[config.mk]
export PLATFORM = sky130hd
export DESIGN_NAME = cov_stim_mon
export DESIGN_NICKNAME = d
export VERILOG_FILES = /design/src/rtl/cov_pkg.sv /design/src/rtl/cov_out3_period_chk.sv /design/src/rtl/cov_stim_mon.sv
export SDC_FILE = /design/constraint.sdc
export NUM_CORES = 1
export LEC_CHECK = 0
export ABC_AREA = 1
export CORE_MARGIN = 2
export CORE_UTILIZATION = 35
export CTS_CLUSTER_DIAMETER = 60
export DETAILED_ROUTE_END_ITERATION = 8
export GPL_ROUTABILITY_DRIVEN = 1
export PLACE_DENSITY = 0.63
export SKIP_CTS_REPAIR_TIMING = 1
export SLEW_MARGIN = 20
export SYNTH_ARGS = -nofsm -noshare
export SYNTH_HDL_FRONTEND = slang
export SYNTH_SLANG_ARGS = --single-unit
[constraint.sdc]
create_clock -name CLK -period 2.32 [get_ports CLK]
set_clock_uncertainty 0.05 [all_clocks]
set_input_delay 0.464 -clock CLK [delete_from_list [all_inputs] [get_ports CLK]]
set_output_delay 0.464 -clock CLK [all_outputs]
set_load 0.005 [all_outputs]
[src/rtl/cov_pkg.sv]
// Shared types, constants and expected-value helpers for the exp4 coverage
// stimulus/monitor block.
package cov_pkg;

  typedef enum logic [1:0] {IDLE, DRIVE, SAMPLE, DONE} state_t;

  localparam int VEC_W       = 3;
  localparam int NUM_VEC     = 8;
  localparam int OUT3_PERIOD = 3;

  function automatic logic exp_out1(input logic [VEC_W-1:0] vec);
    return &vec;
  endfunction

  function automatic logic exp_out2(input logic [VEC_W-1:0] vec);
    return vec == 3'b110;
  endfunction

endpackage

[src/rtl/cov_out3_period_chk.sv]
// out3 pulse-spacing checker: flags any pulse whose distance from the previous
// pulse is not OUT3_PERIOD. Only built when COV_OUT3_PERIOD_CHECK_EN is defined.
`ifdef COV_OUT3_PERIOD_CHECK_EN
module cov_out3_period_chk
  import cov_pkg::*;
(
  input  logic CLK,
  input  logic RSTn,
  input  logic clr_i,
  input  logic en_i,
  input  logic pulse_i,
  output logic viol_o
);

  localparam int GAP_W = 3;

  logic             seen_q, seen_d;
  logic [GAP_W-1:0] gap_q, gap_d;

  // gap_q counts low cycles since the last pulse, so a correct period shows PERIOD-1
  always_comb begin
    seen_d = seen_q;
    gap_d  = gap_q;
    viol_o = en_i & pulse_i & seen_q & (gap_q != GAP_W'(OUT3_PERIOD - 1));
    if (clr_i) begin
      seen_d = 1'b0;
      gap_d  = '0;
    end else if (en_i) begin
      if (pulse_i) begin
        seen_d = 1'b1;
        gap_d  = '0;
      end else if (gap_q != '1) begin
        gap_d = gap_q + 1'b1;
      end
    end
  end

  always_ff @(posedge CLK or negedge RSTn) begin
    if (!RSTn) begin
      seen_q <= 1'b0;
      gap_q  <= '0;
    end else begin
      seen_q <= seen_d;
      gap_q  <= gap_d;
    end
  end

endmodule
`endif

[src/rtl/cov_stim_mon.sv]
// Sweeps a/b/c through all 8 vectors, checks out1/out2, counts out3 pulses and
// records a coverage bitmap. COV_OUT3_PERIOD_CHECK_EN adds out3 period checking.
module cov_stim_mon
  import cov_pkg::*;
#(
  parameter int HOLD_CYCLES = 2,
  parameter int PASSES      = 1,
  parameter int ERR_W       = 8,
  parameter int CNT_W       = 16
) (
  input  logic             CLK,
  input  logic             RSTn,
  input  logic             start,
  output logic             a,
  output logic             b,
  output logic             c,
  input  logic             out1,
  input  logic             out2,
  input  logic             out3,
  output logic             busy,
  output logic             done,
  output logic [7:0]       hit_map,
  output logic             cov_full,
  output logic [ERR_W-1:0] err_cnt,
  output logic [CNT_W-1:0] out3_cnt
);

  localparam int HOLD_W = (HOLD_CYCLES > 1) ? $clog2(HOLD_CYCLES) : 1;
  localparam int PASS_W = (PASSES > 1) ? $clog2(PASSES) : 1;

  state_t             state_q, state_d;
  logic [VEC_W-1:0]   vec_q, vec_d;
  logic [VEC_W-1:0]   abc_q, abc_d;
  logic [HOLD_W-1:0]  hold_q, hold_d;
  logic [PASS_W-1:0]  pass_q, pass_d;
  logic [NUM_VEC-1:0] hit_q, hit_d;
  logic [ERR_W-1:0]   err_q, err_d;
  logic [CNT_W-1:0]   cnt_q, cnt_d;
  logic               busy_w;
  logic               mism;
  logic               period_viol;
  logic [1:0]         err_inc;
  logic [ERR_W+1:0]   err_sum;

  assign busy_w = (state_q == DRIVE) || (state_q == SAMPLE);

`ifdef COV_OUT3_PERIOD_CHECK_EN
  cov_out3_period_chk u_period_chk (
    .CLK     (CLK),
    .RSTn    (RSTn),
    .clr_i   ((state_q == IDLE) && start),
    .en_i    (busy_w),
    .pulse_i (out3),
    .viol_o  (period_viol)
  );
`else
  assign period_viol = 1'b0;
`endif

  always_comb begin
    state_d = state_q;
    vec_d   = vec_q;
    hold_d  = hold_q;
    pass_d  = pass_q;
    hit_d   = hit_q;
    err_d   = err_q;
    cnt_d   = cnt_q;
    mism    = 1'b0;

    case (state_q)
      IDLE: begin
        if (start) begin
          state_d = DRIVE;
          vec_d   = '0;
          hold_d  = '0;
          pass_d  = '0;
          hit_d   = '0;
          err_d   = '0;
          cnt_d   = '0;
        end
      end
      DRIVE: begin
        if (hold_q == HOLD_W'(HOLD_CYCLES - 1)) begin
          hold_d  = '0;
          state_d = SAMPLE;
        end else begin
          hold_d = hold_q + 1'b1;
        end
      end
      SAMPLE: begin
        hit_d[vec_q] = 1'b1;
        mism  = (out1 != exp_out1(vec_q)) || (out2 != exp_out2(vec_q));
        vec_d = vec_q + 1'b1;
        if (vec_q == VEC_W'(NUM_VEC - 1)) begin
          if (pass_q == PASS_W'(PASSES - 1)) begin
            state_d = DONE;
          end else begin
            state_d = DRIVE;
            pass_d  = pass_q + 1'b1;
          end
        end else begin
          state_d = DRIVE;
        end
      end
      DONE: begin
        state_d = IDLE;
      end
      default: state_d = IDLE;
    endcase

    if (busy_w && out3 && (cnt_q != '1)) begin
      cnt_d = cnt_q + 1'b1;
    end

    // A sample mismatch and a period violation in one cycle add 2, saturating
    err_inc = {1'b0, mism} + {1'b0, period_viol};
    err_sum = {2'b00, err_q} + {{ERR_W{1'b0}}, err_inc};
    if (err_inc != 2'd0) begin
      err_d = (err_sum[ERR_W+1:ERR_W] != 2'b00) ? '1 : err_sum[ERR_W-1:0];
    end

    abc_d = ((state_d == DRIVE) || (state_d == SAMPLE)) ? vec_d : '0;
  end

  always_ff @(posedge CLK or negedge RSTn) begin
    if (!RSTn) begin
      state_q <= IDLE;
      vec_q   <= '0;
      abc_q   <= '0;
      hold_q  <= '0;
      pass_q  <= '0;
      hit_q   <= '0;
      err_q   <= '0;
      cnt_q   <= '0;
    end else begin
      state_q <= state_d;
      vec_q   <= vec_d;
      abc_q   <= abc_d;
      hold_q  <= hold_d;
      pass_q  <= pass_d;
      hit_q   <= hit_d;
      err_q   <= err_d;
      cnt_q   <= cnt_d;
    end
  end

  assign a        = abc_q[2];
  assign b        = abc_q[1];
  assign c        = abc_q[0];
  assign busy     = busy_w;
  assign done     = (state_q == DONE);
  assign hit_map  = hit_q;
  assign cov_full = &hit_q;
  assign err_cnt  = err_q;
  assign out3_cnt = cnt_q;

endmodule

### Word-level counts from Yosys, hierarchy flattened

Index checks and enable logic that the tools add are counted.

* input bits: 6
* register bits after elaboration: 42
* output and inout port bits: 38
* logic and storage cells: 74

* mux-type cells: 25
* reduce and logical (&&, ||, !) cells: 21
* equality and inequality tests: 12
* $lt $le $gt $ge: 2
* add/subtract/negate cells: 5
* bitwise logic cells: 1

Operators with widths (number)
* 16-bit 2-to-1 mux: 3
* 8-bit 2-to-1 mux: 4
* 16-bit by 1-bit adder with 16-bit output (second input constant): 1
* 16-bit inequality test (second input constant): 1
* 8-bit one-hot mux with 2 select lines: 1
* 2-bit nonzero test: 7
* 8-bit by 1-bit adder with 9-bit output: 1
* 2-bit 2-to-1 mux: 4
* 8-bit OR: 1
* 2-bit one-hot mux with 4 select lines: 1
* 2-bit AND reduction: 4
* 8-bit AND reduction: 1
* 2-bit equality test (second input constant): 3
* 3-bit equality test (second input constant): 2
* 1-bit 2-to-1 mux: 6
* 3-bit 2-to-1 mux: 2
* 3-bit one-hot mux with 2 select lines: 1
* 3-bit AND reduction: 2
* 2-bit by 1-bit equality test with 1-bit output (second input constant): 2
* 3-bit by 4-bit < comparator with 1-bit output (second input constant): 1
* 1-bit one-hot mux with 2 select lines: 2
* 3-bit by 1-bit adder with 3-bit output (second input constant): 1
* 1-bit demux with 3-bit select: 1
* 3-bit by 1-bit >= comparator with 1-bit output (second input constant): 1
* other kinds (7): 13

### Logic depth before layout (Yosys ltp)

* depth after elaboration: 8
* depth in mapped cells: 16
* depth with buffers taken out: 16

### Worst setup path after synthesis

Ideal clock, no wire load.

* kind: flip-flop to flip-flop
* start: reg vec_q[1]
* end: reg err_q[2] (netlist: err_cnt[2])
* clock period less this slack: 2.447 ns
* stages on the path, launching flop included: 15
* data arrival time: 2.280 ns
* path slack: -0.127 ns
* path through: dfrtp_1 -> ha_1 -> ha_1 -> xnor2_1 -> nand2_1 -> nand2_2 -> clkinv_1 -> ha_1 -> ha_1 -> nand2_1 -> inv_1 -> nand4_1 -> o21ai_0 -> nand2_1 -> nand2_1

* longest elaborated chain between the ends: 8
* elaborated cells on any way between the ends: 13
* those cells by class: add/sub: 1; eq/ne: 3; mux: 3; reduce/logical: 6

RTL lines
* start, declared: RTL line cov_stim_mon.sv:32 `logic [VEC_W-1:0] vec_q, vec_d;`
* start signal, assigned: RTL line cov_stim_mon.sv:137 `vec_q <= vec_d;`
* 3-bit equality test / 3-bit AND reduction (equally long branches): RTL line cov_pkg.sv:16, cov_pkg.sv:12
* 1-bit inequality test: RTL line cov_stim_mon.sv:92 `mism = (out1 != exp_out1(vec_q)) || (out2 != exp_out2(vec_q));`
* 1-bit logical OR *: RTL line cov_stim_mon.sv:92
* 1-bit 2-to-1 mux *: RTL line cov_stim_mon.sv:70 `case (state_q)`
* 8-bit by 1-bit adder with 9-bit output: RTL line cov_stim_mon.sv:117 `err_sum = {2'b00, err_q} + {{ERR_W{1'b0}}, err_inc};`
* 2-bit nonzero test: RTL line cov_stim_mon.sv:119 `err_d = (err_sum[ERR_W+1:ERR_W] != 2'b00) ? '1 : err_sum[ERR_W-1:0];`
* 8-bit 2-to-1 mux: RTL line cov_stim_mon.sv:119
* 8-bit 2-to-1 mux: RTL line cov_stim_mon.sv:118 `if (err_inc != 2'd0) begin`
* end signal, assigned: RTL line cov_stim_mon.sv:142 `err_q <= err_d;`
* end, declared: RTL line cov_stim_mon.sv:37 `logic [ERR_W-1:0] err_q, err_d;`

Every way passes the cells marked *; elsewhere a longest branch is shown, timed or not.
A chain may end at the register's enable or synchronous reset.

### Worst setup path in the final report

Same ends and word-level chain as after synthesis.

==> out/qor.txt <==
first-pass GRT wire length -> 9.867 mm
Seq cells post-synth -> 41
GRT Resource Usage Total -> 16.48%
largest net degree at the start of global routing -> 42
Cell Count, Final, Fillers Out -> 461
clock latency on the worst-skew pair -> 300 ps
mux share of post-synthesis cell area -> 0%
largest family of logic cells by synthesized area -> simple AND/OR/NAND/NOR gates
Max Fclk -> 456.5 MHz
Overflow after GRT -> 0
Distinct cells, synth -> 24
reg-to-reg startpoint -> vec_q[1]$_DFF_PN0_
Worst Path Max Fanout -> 8
Mapped Cells -> 322
Post-Syn Area -> 2387 sq um
Final Slew Violations -> 0
most frequent cells in the layout -> nand2_1, nand3_1, clkdlybuf4s50_1, dfrtp_1, inv_1
Max clock buf depth -> 2
Iter 0 DRT Violations -> 97
Post-Synth Simple-Gate Area -> 36.64%
leading cell type in the layout, fill and taps excluded -> nand2_1
final setup fails -> 0
Worst-path clk slew -> 90 ps
final hold vios -> 0
post-layout power -> 2.764 mW
cell breakdown of the critical path -> ha_2 > ha_4 > xnor2_2 > nand2_2 > nand2_4 > clkinv_4 > ha_2 > ha_2 > nand2_2 > inv_2 > nand4_1 > buf_6 > o21ai_0 > nand2_1 > nand2_1
final net count -> 397
flop-to-flop setup slack -> 130 ps
root buf cell -> clkbuf_8
initial antenna violation count -> 0
via count -> 2,250
post-synthesis compound-gate area fraction -> 5.556%
Critical Path Max Stage Delay -> 420 ps
XOR/XNOR Fraction of Synth Area -> 1.834%
Post-Syn Area per Cell -> 7.414 sq um
Top cell by count, worst path -> ha_2
min Tclk post-route -> 2191 ps
CTS tree -> done
gp weighted congestion -> 0.8524
post-layout util -> 46.95%
worst-path cell with the longest stage delay -> dfrtp_1
R2R cell count -> 15
LEAKAGE -> 1.546 nW
Post-Route WL -> 5.538 mm
DRT Pass-1 Iters -> 4
WP data arrival -> 2340 ps
Ant. Diodes -> 0
DR WL/cell -> 12.01 um
die area -> 7498 sq um
r2r endpoint -> err_cnt[2]$_DFFE_PN0P_
Die Wd -> 86.59 um
H-tree Lvls -> 2
Worst setup SP type -> flop
min-delay worst type -> primary input to async pin
period utilisation layout -> 94.43%
clock sinks -> 41
status -> complete, no violations
share of layout cells above drive strength 1 -> 12.07%
Adder-Cell Fraction of Synth Area -> 5.241%
total core area -> 6681 sq um
vias in the first global route -> 2,109
placed cell count -> 452
Setup CP Type -> flop to flop
DR vias/cell -> 4.881
Max VDD drop -> 0.0004947 V
Slew headroom -> 65.10%
CTS buffer count -> 5
die height -> 86.59 um
power per cell area -> 881.1 nW/um^2
port buffer count -> 43
FP Rows -> 30
DR DRC count -> 0
maxcap violations -> 0
Routed Antenna Nets -> 0
boundary pin count -> 44
Syn-to-layout area delta -> 31.39%
Seq/Total Area, Yosys -> 42.98%
CP endpoint kind -> flop
Worst Path Required -> 2470 ps
Synth warnings -> 0
Worst Tran Pin Value -> 523.5 ps
dpl hpwl -> 3.949 mm
initial core utilization -> 35.73%
Post-Syn Nets -> 338
[cell families after synthesis]
family / after synthesis
simple gates: 197
flops: 41
xor+xnor: 5
compound gates: 23
fa+ha+maj: 10
buf+inv: 46
[critical path: cells and delay by family, from the launching register on]
| family | cells | cell delay [ps] |
|---|---|---|
| buffers and inverters | 3 | 220 |
| AO/OA/AOI/OAI | 1 | 70 |
| adder cells (fa/ha/maj) | 4 | 730 |
| AND/OR/NAND/NOR | 6 | 440 |
| flip-flops | 1 | 420 |
| XOR/XNOR | 1 | 150 |
[state kept, by name, summed over array words and instances (netlist names)]
name and count:
out3_cnt 16, err_cnt 8, hit_map 8, abc_q 3, vec_q 3, state_q 2
hold_q 1
[worst max path at each step]
stage,start,end,slack (ps)
2_1_floorplan,vec_q[1]$_DFF_PN0_,err_cnt[2]$_DFFE_PN0P_,20
3_3_place_gp,out2,err_cnt[2]$_DFFE_PN0P_,-190
3_5_place_dp,out2,err_cnt[2]$_DFFE_PN0P_,-200
4_1_cts,vec_q[0]$_DFF_PN0_,err_cnt[2]$_DFFE_PN0P_,-120
5_1_grt,vec_q[1]$_DFF_PN0_,err_cnt[5]$_DFFE_PN0P_,-10
6_report,vec_q[1]$_DFF_PN0_,err_cnt[2]$_DFFE_PN0P_,130
[metrics by stage]
stage	area [sq um]	hold slack, ps	TNS (ps)	worst slack, ps
2_1_floorplan	2397	118.4	0	18.14
3_3_place_gp	2982	453.4	-1080	-185.0
3_5_place_dp	2982	459.5	-1265	-205.0
4_1_cts	3085	193.1	-609.9	-121.7
5_1_grt	3137	213.7	-11.66	-11.66
6_report	3137	162.5	0	129.2
[area by class of cell]
| type | instances | area [sq um] |
|---|---|---|
| clock buffer | 5 | 68.82 |
| inverter | 41 | 158.9 |
| tap | 80 | 100.1 |
| sequential | 41 | 1026 |
| multi-input combinational | 235 | 1214 |
| timing repair buffer | 57 | 534.3 |
| fill | 687 | 3545 |
| clock inverter | 2 | 35.03 |
[power breakdown]
part | switching (mW) | internal, mW | total, mW
Sequential | 0.143 | 0.864 | 1.01
Clock | 0.261 | 0.313 | 0.574
Combinational | 0.636 | 0.547 | 1.18
Total | 1.04 | 1.72 | 2.76
[synth_stat cells, drive strengths merged]
| cell | n | area (sq um) |
|---|---|---|
| nor2 | 35 | 146.4 |
| nand3 | 53 | 265.3 |
| nand2 | 94 | 367.8 |
| o21bai | 2 | 26.28 |
| buf | 5 | 31.28 |
| dfrtp | 41 | 1026 |
| inv | 40 | 150.1 |
| o21ai | 11 | 55.05 |
| a21oi | 9 | 45.04 |
| ha | 10 | 125.1 |
| o22ai | 1 | 6.260 |
| nand4 | 9 | 56.30 |
| xnor2 | 2 | 17.52 |
| clkinv | 1 | 3.750 |
| xor2 | 3 | 26.28 |
| or2 | 5 | 31.28 |
| nand3b | 1 | 7.510 |
[per-layer routing]
| layer | wire, um | up-vias | track usage (%) |
|---|---|---|---|
| met5 | 0 | - | 0 |
| met2 | 2544 | 47 | 25.17 |
| met4 | 77 | 0 | 5.682 |
| met3 | 253 | 7 | 3.810 |
| met1 | 2663 | 1048 | 23.00 |
| li1 | - | 1148 | - |
No activity file was read; power rests on OpenSTA's default activity.
